File: config.mk
export PLATFORM = sky130hd
export DESIGN_NAME = imm_gen_pipe
export DESIGN_NICKNAME = d
export VERILOG_FILES = /design/src/rtl/imm_gen_pipe_pkg.sv /design/src/rtl/imm_gen_pipe_imm_form.sv /design/src/rtl/imm_gen_pipe.sv
export SDC_FILE = /design/constraint.sdc
export NUM_CORES = 1
export LEC_CHECK = 0
export ABC_AREA = 1
export ABC_CLOCK_PERIOD_IN_PS = 3300
export BUFFER_PORTS_ARGS = -buffer_cell sky130_fd_sc_hd__buf_2
export CAP_MARGIN = 10
export CORE_ASPECT_RATIO = 0.9
export CORE_MARGIN = 5
export CORE_UTILIZATION = 27
export CTS_BUF_LIST = sky130_fd_sc_hd__clkbuf_16
export CTS_CLUSTER_SIZE = 28
export DETAILED_ROUTE_END_ITERATION = 12
export GPL_TIMING_DRIVEN = 0
export PLACE_DENSITY = 0.53
export REMOVE_ABC_BUFFERS = 1
export SLEW_MARGIN = 20
export SYNTH_ARGS = -nofsm -noshare
export SYNTH_HDL_FRONTEND = slang
export SYNTH_SLANG_ARGS = --single-unit
File: constraint.sdc
create_clock -name clk -period 3.3 [get_ports clk]
set_clock_uncertainty 0.1 [all_clocks]
set_input_delay 0.33 -clock clk [delete_from_list [all_inputs] [get_ports clk]]
set_output_delay 0.33 -clock clk [all_outputs]
set_load 0.005 [all_outputs]
File: src/rtl/imm_gen_pipe_pkg.sv
// Shared types for the immediate generator pipeline: selector and buffer-state enums
// plus the request payload fed to the formation logic.
package imm_gen_pipe_pkg;

   localparam int unsigned INSTR_W = 32;
   localparam int unsigned SEL_W   = 3;

   typedef enum logic [SEL_W-1:0] {
      IMM_I = 3'b000,
      IMM_S = 3'b001,
      IMM_B = 3'b010,
      IMM_J = 3'b011,
      IMM_U = 3'b100
   } imm_sel_e;

   typedef enum logic [1:0] {
      BUF_EMPTY = 2'b00,
      BUF_ONE   = 2'b01,
      BUF_FULL  = 2'b10
   } buf_state_e;

   typedef struct packed {
      logic [INSTR_W-1:0] instr;
      imm_sel_e           sel;
   } form_req_t;

endpackage

File: src/rtl/imm_gen_pipe_imm_form.sv
// Combinational RISC-V immediate formation, sign-extended to XLEN.
// IMM_GEN_ILLEGAL_CHK_EN: illegal selectors yield imm 0 and illegal 1; otherwise they decode as I-type.
module imm_form
   import imm_gen_pipe_pkg::*;
#(
   parameter int unsigned XLEN = 32
) (
   input  form_req_t        req_i,
   output logic [XLEN-1:0]  imm_o,
   output logic             illegal_o
);

   logic [INSTR_W-1:0] ins;
   logic [31:0]        raw;

   assign ins = req_i.instr;

   always_comb begin
      raw       = '0;
      illegal_o = 1'b0;
      case (req_i.sel)
         IMM_I: raw = {{20{ins[31]}}, ins[31:20]};
         IMM_S: raw = {{20{ins[31]}}, ins[31:25], ins[11:7]};
         IMM_B: raw = {{19{ins[31]}}, ins[31], ins[7], ins[30:25], ins[11:8], 1'b0};
         IMM_J: raw = {{11{ins[31]}}, ins[31], ins[19:12], ins[20], ins[30:21], 1'b0};
         IMM_U: raw = {ins[31:12], 12'h000};
         default: begin
`ifdef IMM_GEN_ILLEGAL_CHK_EN
            raw       = '0;
            illegal_o = 1'b1;
`else
            raw       = {{20{ins[31]}}, ins[31:20]};
`endif
         end
      endcase
   end

   // raw is already sign-extended to 32 bits; widen further for XLEN=64
   assign imm_o = XLEN'($signed(raw));

endmodule

File: src/rtl/imm_gen_pipe.sv
// Immediate generator with a 2-entry in-order output buffer (output + skid register).
// Optional IMM_GEN_ILLEGAL_CHK_EN flags illegal selectors (see imm_form).
module imm_gen_pipe
   import imm_gen_pipe_pkg::*;
#(
   parameter int unsigned XLEN  = 32,
   parameter int unsigned TAG_W = 5
) (
   input  logic               clk,
   input  logic               reset,
   input  logic               in_valid,
   output logic               in_ready,
   input  logic [INSTR_W-1:0] in_instr,
   input  logic [SEL_W-1:0]   in_sel,
   input  logic [TAG_W-1:0]   in_tag,
   input  logic               flush,
   output logic               out_valid,
   input  logic               out_ready,
   output logic [XLEN-1:0]    out_imm,
   output logic [TAG_W-1:0]   out_tag,
   output logic               out_illegal
);

   form_req_t        req;
   logic [XLEN-1:0]  new_imm;
   logic             new_ill;

   buf_state_e       state_q, state_d;
   logic             in_ready_q, in_ready_d;
   logic             out_valid_q, out_valid_d;
   logic [XLEN-1:0]  out_imm_q, out_imm_d;
   logic [TAG_W-1:0] out_tag_q, out_tag_d;
   logic             out_ill_q, out_ill_d;
   logic [XLEN-1:0]  skid_imm_q, skid_imm_d;
   logic [TAG_W-1:0] skid_tag_q, skid_tag_d;
   logic             skid_ill_q, skid_ill_d;

   logic             acc, drn;

   assign req.instr = in_instr;
   assign req.sel   = imm_sel_e'(in_sel);

   imm_form #(.XLEN(XLEN)) u_form (
      .req_i     (req),
      .imm_o     (new_imm),
      .illegal_o (new_ill)
   );

   assign acc = in_valid & in_ready_q;
   assign drn = out_valid_q & out_ready;

   always_ff @(posedge clk or posedge reset) begin
      if (reset) begin
         state_q     <= BUF_EMPTY;
         in_ready_q  <= 1'b0;
         out_valid_q <= 1'b0;
         out_imm_q   <= '0;
         out_tag_q   <= '0;
         out_ill_q   <= 1'b0;
         skid_imm_q  <= '0;
         skid_tag_q  <= '0;
         skid_ill_q  <= 1'b0;
      end else begin
         state_q     <= state_d;
         in_ready_q  <= in_ready_d;
         out_valid_q <= out_valid_d;
         out_imm_q   <= out_imm_d;
         out_tag_q   <= out_tag_d;
         out_ill_q   <= out_ill_d;
         skid_imm_q  <= skid_imm_d;
         skid_tag_q  <= skid_tag_d;
         skid_ill_q  <= skid_ill_d;
      end
   end

   always_comb begin
      state_d    = state_q;
      out_imm_d  = out_imm_q;
      out_tag_d  = out_tag_q;
      out_ill_d  = out_ill_q;
      skid_imm_d = skid_imm_q;
      skid_tag_d = skid_tag_q;
      skid_ill_d = skid_ill_q;

      case (state_q)
         BUF_EMPTY: begin
            if (acc) begin
               out_imm_d = new_imm;
               out_tag_d = in_tag;
               out_ill_d = new_ill;
               state_d   = BUF_ONE;
            end
         end
         BUF_ONE: begin
            if (acc && !drn) begin
               skid_imm_d = new_imm;
               skid_tag_d = in_tag;
               skid_ill_d = new_ill;
               state_d    = BUF_FULL;
            end else if (acc && drn) begin
               out_imm_d = new_imm;
               out_tag_d = in_tag;
               out_ill_d = new_ill;
            end else if (drn) begin
               state_d = BUF_EMPTY;
            end
         end
         BUF_FULL: begin
            if (drn) begin
               out_imm_d = skid_imm_q;
               out_tag_d = skid_tag_q;
               out_ill_d = skid_ill_q;
               state_d   = BUF_ONE;
            end
         end
         default: state_d = BUF_EMPTY;
      endcase

      if (flush) begin
         state_d = BUF_EMPTY;
      end

      // an empty buffer presents all-zero payload
      if (state_d == BUF_EMPTY) begin
         out_imm_d = '0;
         out_tag_d = '0;
         out_ill_d = 1'b0;
      end

      out_valid_d = (state_d != BUF_EMPTY);
      in_ready_d  = (state_d != BUF_FULL);
   end

   assign in_ready    = in_ready_q;
   assign out_valid   = out_valid_q;
   assign out_imm     = out_imm_q;
   assign out_tag     = out_tag_q;
   assign out_illegal = out_ill_q;

endmodule

==> metrics.md, run 1 <==
| Metric | Value |
|---|---|
| CTS Buffer Depth | `2` |
| WHS Path Cells | `3` |
| Total power divided by cell area | `629 nW/um2` |
| Final HPWL DP | `8420 um` |
| Tmin final | `2.96 ns` |
| Layout area overhead | `17.2%` |
| TritonCTS Sinks | `78` |
| Warnings, synthesis | `0` |
| Slowest cell delay on critical path | `0.70 ns` |
| Crit path arrival time | `3.14 ns` |
| FF-to-FF path depth | `9` |
| Core area | `16700 um2` |
| Root buf cell | `clkbuf_16` |
| Iter 0 DRT Violations | `254` |
| Setup bufs post-CTS | `0` |
| Crit-path slowest cell | `nor2_2` |
| CTS tree | `built` |
| Fmax | `338 MHz` |
| Initial DRT Pass Iterations | `5` |
| Grt ovf | `0` |
| Vias | `4202` |
| Commonest non-fill, non-tap cell in the layout | `nand2_1` |
| Vias in the first global route | `4120` |
| Post-synth top area share | `43.0%` |
| Filler Cell Count | `1808` |
| Largest net degree at the start of global routing | `76` |
| Initial antenna violation count | `2` |
| Worst skew pair latency | `0.34 ns` |
| Worst Path Max Fanout | `40` |
| Kind of critical path | `input pin to flop` |
| Layout cell share with drive strength beyond 1 | `17.3%` |
| PortBufs | `76` |
| CTS buffer count | `9` |
| Yosys cell types | `26` |
| Max-Cap Viols | `0` |
| # IOs | `85` |
| Remaining DRCs | `0` |
| Die H | `133 um` |
| GPL Wtd Cong | `0.796` |
| Worst Max-Slew Pin Slew | `0.804 ns` |
| Critical Path RT | `3.48 ns` |
| Layout net count | `726` |
| Synthesized flop and latch total | `78` |
| Crit share post-route | `89.7%` |
| CP Launch Type | `input pin` |
| Std-Cell Rows | `45` |
| HP Class | `input pin to flop` |
| Most used cell, CP | `nand2_1` |
| H-tree depth | `3` |
| Worst VDD drop | `237 uV` |
| Avg Cell Area, Syn | `7.14 um2` |
| Mapped Area | `4540 um2` |
| CP Cell Sequence | `buf_2 -> nor2_2 -> nand2_1 -> nand2_4 -> nor2_8 -> nand2_2 -> nand3_1 -> nand2_1 -> nand3_1 -> nand2_1` |
| Relative slew slack | `46.4%` |
| First-pass GRT wire length | `21900 um` |
| Routed WL | `13200 um` |
| Vias per inst | `4.70` |
| Max-slew violations | `0` |
| Hold slack | `0.161 ns` |
| Run status | `complete, no violations` |
| Crit path capture type | `flop` |
| Initial core utilization | `27.2%` |
| WL/cell | `14.7 um` |
| Total GRT Usage | `13.8%` |
| Largest area contributor in the netlist | `dfrtp_1` |
| Chip width | `147 um` |
| Leak | `2.96 nW` |
| Post-route ant nets | `0` |
| Post-route core utilization | `31.8%` |
| Unrepaired setup endpoints after global routing | `false` |
| DIE AREA | `19500 um2` |
| Hold Vio Cnt, Final | `0` |
| Register area share after synthesis | `43.0%` |
| Worst-path clk slew | `0.07 ns` |
| Area contributors post-synth | `dfrtp_1 43%, nand2_1 18%, nand3_1 18%, o21ai_0 2.9%, nor2_1 2.6%` |
| Finish-stage setup viols | `0` |
| Cells after Synth | `636` |
| Most frequent cells in the layout | `220 x nand2_1, 161 x nand3_1, 78 x dfrtp_1, 76 x buf_2, 32 x nor2_1` |
stage by stage:
stage               instances  worst slack [ns]  area, um2  total power, mW  TNS, ns
global route              894            0.0378       5330             3.60        0
finish                    894             0.339       5330             3.35        0
global placement          873             -3.69       4890             2.23  -170.78
detailed placement        876           -0.0218       4990             2.28  -0.0866
CTS                       893            0.0259       5320             3.40        0
floorplan                 586             -1.05       4250             1.93   -38.60
report_power, final:
group          total [mW]  internal [mW]  switching [mW]
registers            1.37           1.24           0.131
logic               0.881          0.298           0.583
clock network        1.10          0.666           0.430
total                3.35           2.21            1.14
worst paths after layout:
check | slack, ns | end | start
worst min register to register | 0.38 | skid_imm_q[27]$_DFFE_PP0P_ | skid_imm_q[27]$_DFFE_PP0P_
worst max register to register | 0.34 | out_imm[17]$_DFFE_PP0P_ | state_q[0]$_DFF_PP0_
worst min-delay path | 0.16 | skid_tag_q[3]$_DFFE_PP0P_ | in_tag[3]
min in group asynchronous | 0.43 | out_imm[7]$_DFFE_PP0P_ | reset
max in group asynchronous | 2.07 | out_imm[17]$_DFFE_PP0P_ | reset
worst max-delay path | 0.34 | out_imm[11]$_DFFE_PP0P_ | in_sel[1]
critical path, delay by kind of cell:
| family | cells | cell delay (ns) |
|---|---|---|
| simple gates | 9 | 2.54 |
| buf+inv | 1 | 0.25 |
layout make-up:
type	instances	area (um2)	share of cell area, %
antenna	1	2.50	0.0470
clock inverter	7	96.3	1.81
sequential	78	1950	36.7
tap	211	264	4.96
timing repair buffer	80	465	8.74
inverter	33	129	2.42
clock buffer	9	225	4.23
multi-input combinational	475	2190	41.1
synth_stat cells (all sizes together):
master	number
a21oi	1
a31oi	1
buf	35
clkbuf	15
conb	1
dfrtp	78
ha	4
inv	33
nand2	227
nand3	163
nand4	15
nor2	36
o21ai	26
o22ai	1
flip-flops by register name, summed over array words and instances, names as in the netlist:
| register | flops |
|---|---|
| state_q | 2 |
| out_valid | 1 |
| out_imm | 32 |
| in_ready | 1 |
| skid_tag_q | 5 |
| skid_imm_q | 32 |
| out_tag | 5 |
per-layer routing:
metal,wire length [um],vias up,global-route usage [%]
met5,7,-,0
met4,230,2,5.02
met3,633,15,3.56
met2,5880,87,21.5
met1,6410,1949,18.6
li1,-,2149,-
logic make-up (layout without fill, tap and decap cells):
kind of cell	Yosys count	in the layout	synth area share [%]
flops	78	78	43.0
buf+inv	83	129	9.28
other cells	1	2	0.0825
simple gates	441	441	43.3
fa+ha+maj	4	4	1.10
compound gates	29	29	3.25
what timing repair did:
action                                  CTS  global route
hold endpoints to repair                 26             0
hold buffers                              1             0
gates resized for setup                   0             2
endpoints found under the setup margin    0            37
No activity file was read; power rests on OpenSTA's default activity.
==> run 2, diff against run 1 <==
- CORE_MARGIN: 5 -> 2
- CORE_UTILIZATION: 27 -> 45
- PLACE_DENSITY: 0.53 -> 0.75
- RECOVER_POWER: unset -> 100
==> metrics.md, run 2 (synthesized netlist as in run 1, its figures left out) <==
| Metric | Value |
|---|---|
| Clock power share | `28.7% (was 32.7%)` |
| Vias per inst | `5.44 (was 4.70)` |
| Fin cells | `808 (was 894)` |
| Worst Max-Slew Pin Slew | `1.33 ns (was 0.804 ns)` |
| Crit path capture type | `flop (unchanged)` |
| Iter 0 DRT Violations | `284 (was 254)` |
| Relative slew slack | `10.8% (was 46.4%)` |
| Total GRT Usage | `22.3% (was 13.8%)` |
| Leak | `2.87 nW (was 2.96 nW)` |
| TritonCTS Sinks | `78 (unchanged)` |
| CP Cell Sequence | `buf_2 -> nor2_2 -> nand2_1 -> nand2_4 -> nor2_1 -> nand2_2 -> nand3_1 -> nand2_1 -> nand3_1 -> nand2_1 (was buf_2 -> nor2_2 -> nand2_1 -> nand2_4 -> nor2_8 -> nand2_2 -> nand3_1 -> nand2_1 -> nand3_1 -> nand2_1)` |
| Logic gate share of total power | `27.4% (was 26.3%)` |
| Post-route core utilization | `52.5% (was 31.8%)` |
| Chip width | `110 um (was 147 um)` |
| DP Cell Count | `790 (was 876)` |
| Critical Path RT | `3.47 ns (was 3.48 ns)` |
| Crit share post-route | `89.7% (about the same)` |
| # IOs | `85 (unchanged)` |
| Max-slew violations | `0 (unchanged)` |
| Setup bufs post-CTS | `0 (unchanged)` |
| First-pass GRT wire length | `19500 um (was 21900 um)` |
| Crit path arrival time | `3.13 ns (was 3.14 ns)` |
| Slowest cell delay on critical path | `0.69 ns (was 0.70 ns)` |
| Vias in the first global route | `4173 (was 4120)` |
| Net Sw Frac | `35.5% (was 34.2%)` |
| Net Sw Power | `1.12 mW (was 1.14 mW)` |
| R2r setup slk | `0.45 ns (was 0.34 ns)` |
| Layout cell share with drive strength beyond 1 | `15.5% (was 17.3%)` |
| Hold_sp | `in_tag[3] (unchanged)` |
| Initial DRT Pass Iterations | `7 (was 5)` |
| Core area | `9740 um2 (was 16700 um2)` |
| Vias | `4393 (was 4202)` |
| Final HPWL DP | `7220 um (was 8420 um)` |
| WHS Endpoint | `skid_tag_q[3]$_DFFE_PP0P_ (unchanged)` |
| CTS Buffer Depth | `2 (unchanged)` |
| CTS tree | `built (unchanged)` |
| Final worst setup slack | `0.340 ns (was 0.339 ns)` |
| Critical path's top delay family | `simple AND/OR/NAND/NOR gates (unchanged)` |
| Initial antenna violation count | `0 (was 2)` |
| Setup slack at placement | `-0.545 ns (was -0.0218 ns)` |
| Layout area overhead | `12.5% (was 17.2%)` |
| Largest net degree at the start of global routing | `76 (unchanged)` |
| WL/cell | `14.4 um (was 14.7 um)` |
| FF-to-FF path depth | `8 (was 9)` |
| Total power divided by cell area | `618 nW/um2 (was 629 nW/um2)` |
| CTS buffer count | `9 (unchanged)` |
| GPL Wtd Cong | `0.841 (was 0.796)` |
| FF-to-FF End | `out_imm[16]$_DFFE_PP0P_ (was out_imm[17]$_DFFE_PP0P_)` |
| Routed WL | `11600 um (was 13200 um)` |
| Worst Path Max Fanout | `40 (unchanged)` |
| Unrepaired setup endpoints after global routing | `false (unchanged)` |
| Internal power | `2.04 mW (was 2.21 mW)` |
| Most frequent cells in the layout | `220 x nand2_1, 161 x nand3_1, 78 x dfrtp_1, 68 x buf_2, 33 x nor2_1 (was 220 x nand2_1, 161 x nand3_1, 78 x dfrtp_1, 76 x buf_2, 32 x nor2_1)` |
| DIE AREA | `10900 um2 (was 19500 um2)` |
| Layout net count | `726 (unchanged)` |
| Tmin final | `2.96 ns (about the same)` |
| Run status | `complete, no violations (unchanged)` |
| Seq pwr share | `43.9% (was 41.0%)` |
| PortBufs | `76 (unchanged)` |
| Crit-path slowest cell | `nor2_2 (unchanged)` |
| Hold Vio Cnt, Final | `0 (unchanged)` |
| CP Launch Type | `input pin (unchanged)` |
| Worst skew pair latency | `0.34 ns (about the same)` |
| H-tree depth | `3 (unchanged)` |
| Root buf cell | `clkbuf_16 (unchanged)` |
| Finish-stage setup viols | `0 (unchanged)` |
| Total Power | `3.16 mW (was 3.35 mW)` |
| Die H | `99.3 um (was 133 um)` |
| Fmax | `338 MHz (about the same)` |
| Worst-path clk slew | `0.06 ns (was 0.07 ns)` |
| Max-Cap Viols | `0 (unchanged)` |
| WHS Path Cells | `3 (unchanged)` |
| Post-route ant nets | `0 (unchanged)` |
| R2R Path Start | `state_q[0]$_DFF_PP0_ (unchanged)` |
| Initial core utilization | `46.6% (was 27.2%)` |
| Filler Cell Count | `973 (was 1808)` |
| Most used cell, CP | `nand2_1 (unchanged)` |
| Worst VDD drop | `390 uV (was 237 uV)` |
| Kind of critical path | `input pin to flop (unchanged)` |
| Remaining DRCs | `0 (unchanged)` |
| Grt ovf | `0 (unchanged)` |
| Crit path buf inv count | `1 (unchanged)` |
| HP Class | `input pin to flop (unchanged)` |
| Std-Cell Rows | `34 (was 45)` |
| # diodes | `0 (was 1)` |
| Commonest non-fill, non-tap cell in the layout | `nand2_1 (unchanged)` |
run 2: changes by cell type in the layout (fill, tap and decap cells not counted), moves of 2 or more:
cell        previous run  this run
clkinvlp_2             0         2
clkbuf_1               0         8
buf_2                 76        68
inv_2                  6         4
clkinvlp_4             0         3
bufinv_16              2         0
clkinv_4               2         0
inv_1                 25        27
run 2: worst max path at each step:
stage / start / to / slack (ns) / cells after the start
after detailed placement: state_q[0]$_DFF_PP0_ / out_imm[16]$_DFFE_PP0P_ / -0.54 / 8
after global routing: reset / out_imm[14]$_DFFE_PP0P_ / 0.14 / 4
after floorplan: state_q[0]$_DFF_PP0_ / out_imm[12]$_DFFE_PP0P_ / -1.05 / 8
after CTS: state_q[0]$_DFF_PP0_ / out_imm[16]$_DFFE_PP0P_ / 0.21 / 8
after global placement: state_q[0]$_DFF_PP0_ / out_imm[21]$_DFFE_PP0P_ / -3.36 / 8
final: in_sel[1] / out_imm[21]$_DFFE_PP0P_ / 0.34 / 10
run 2: final cells by class:
cell class | count | area (um2) | share of cell area (%)
multi-input cells | 475 | 2180 | 42.8
clock inverters | 7 | 41.3 | 0.808
repair inverters | 1 | 5.00 | 0.0979
flip-flops and latches | 78 | 1950 | 38.2
inverters | 33 | 131 | 2.57
well taps | 126 | 158 | 3.09
repair buffers | 79 | 413 | 8.08
clock buffers | 9 | 225 | 4.41
run 2: power by group through the flow:
| stage | sequential (mW) | clock [mW] | combinational (mW) |
|---|---|---|---|
| final | 1.39 | 0.906 | 0.865 |
| after global routing | 1.42 | 0.959 | 0.992 |
| after CTS | 1.39 | 0.918 | 0.882 |
| after detailed placement | 1.40 | 0 | 0.872 |
| after global placement | 1.38 | 0 | 0.799 |
| after floorplan | 1.38 | 0 | 0.552 |
run 2: worst min-delay path: cells and delay by family:
| family | cells | cell delay (ns) |
|---|---|---|
| AOI/OAI and AO/OA | 1 | 0.09 |
| buffers and inverters | 2 | 0.14 |
run 2: through the flow:
stage	hold slack [ns]	cell area, um2	setup TNS [ns]
global placement	0.361	4780	-131.75
detailed placement	0.264	4860	-19.28
floorplan	0.349	4250	-38.60
CTS	0.183	5160	0
finish	0.173	5110	0
global route	0.193	5110	0
run 2: layer usage:
metal,GRT usage (%),part of all wire [%]
met1,30.2,46
met2,36.7,47
met3,2.88,5.7
met5,0,0
met4,7.89,1.7
run 2: repair_timing:
action | 4_1_cts | 5_1_grt
setup endpoints to repair | 37 | 12
hold buffers | 1 | 0
cloned | 1 | 0
endpoints found under the hold margin | 29 | 0
resized for setup | 2 | 2
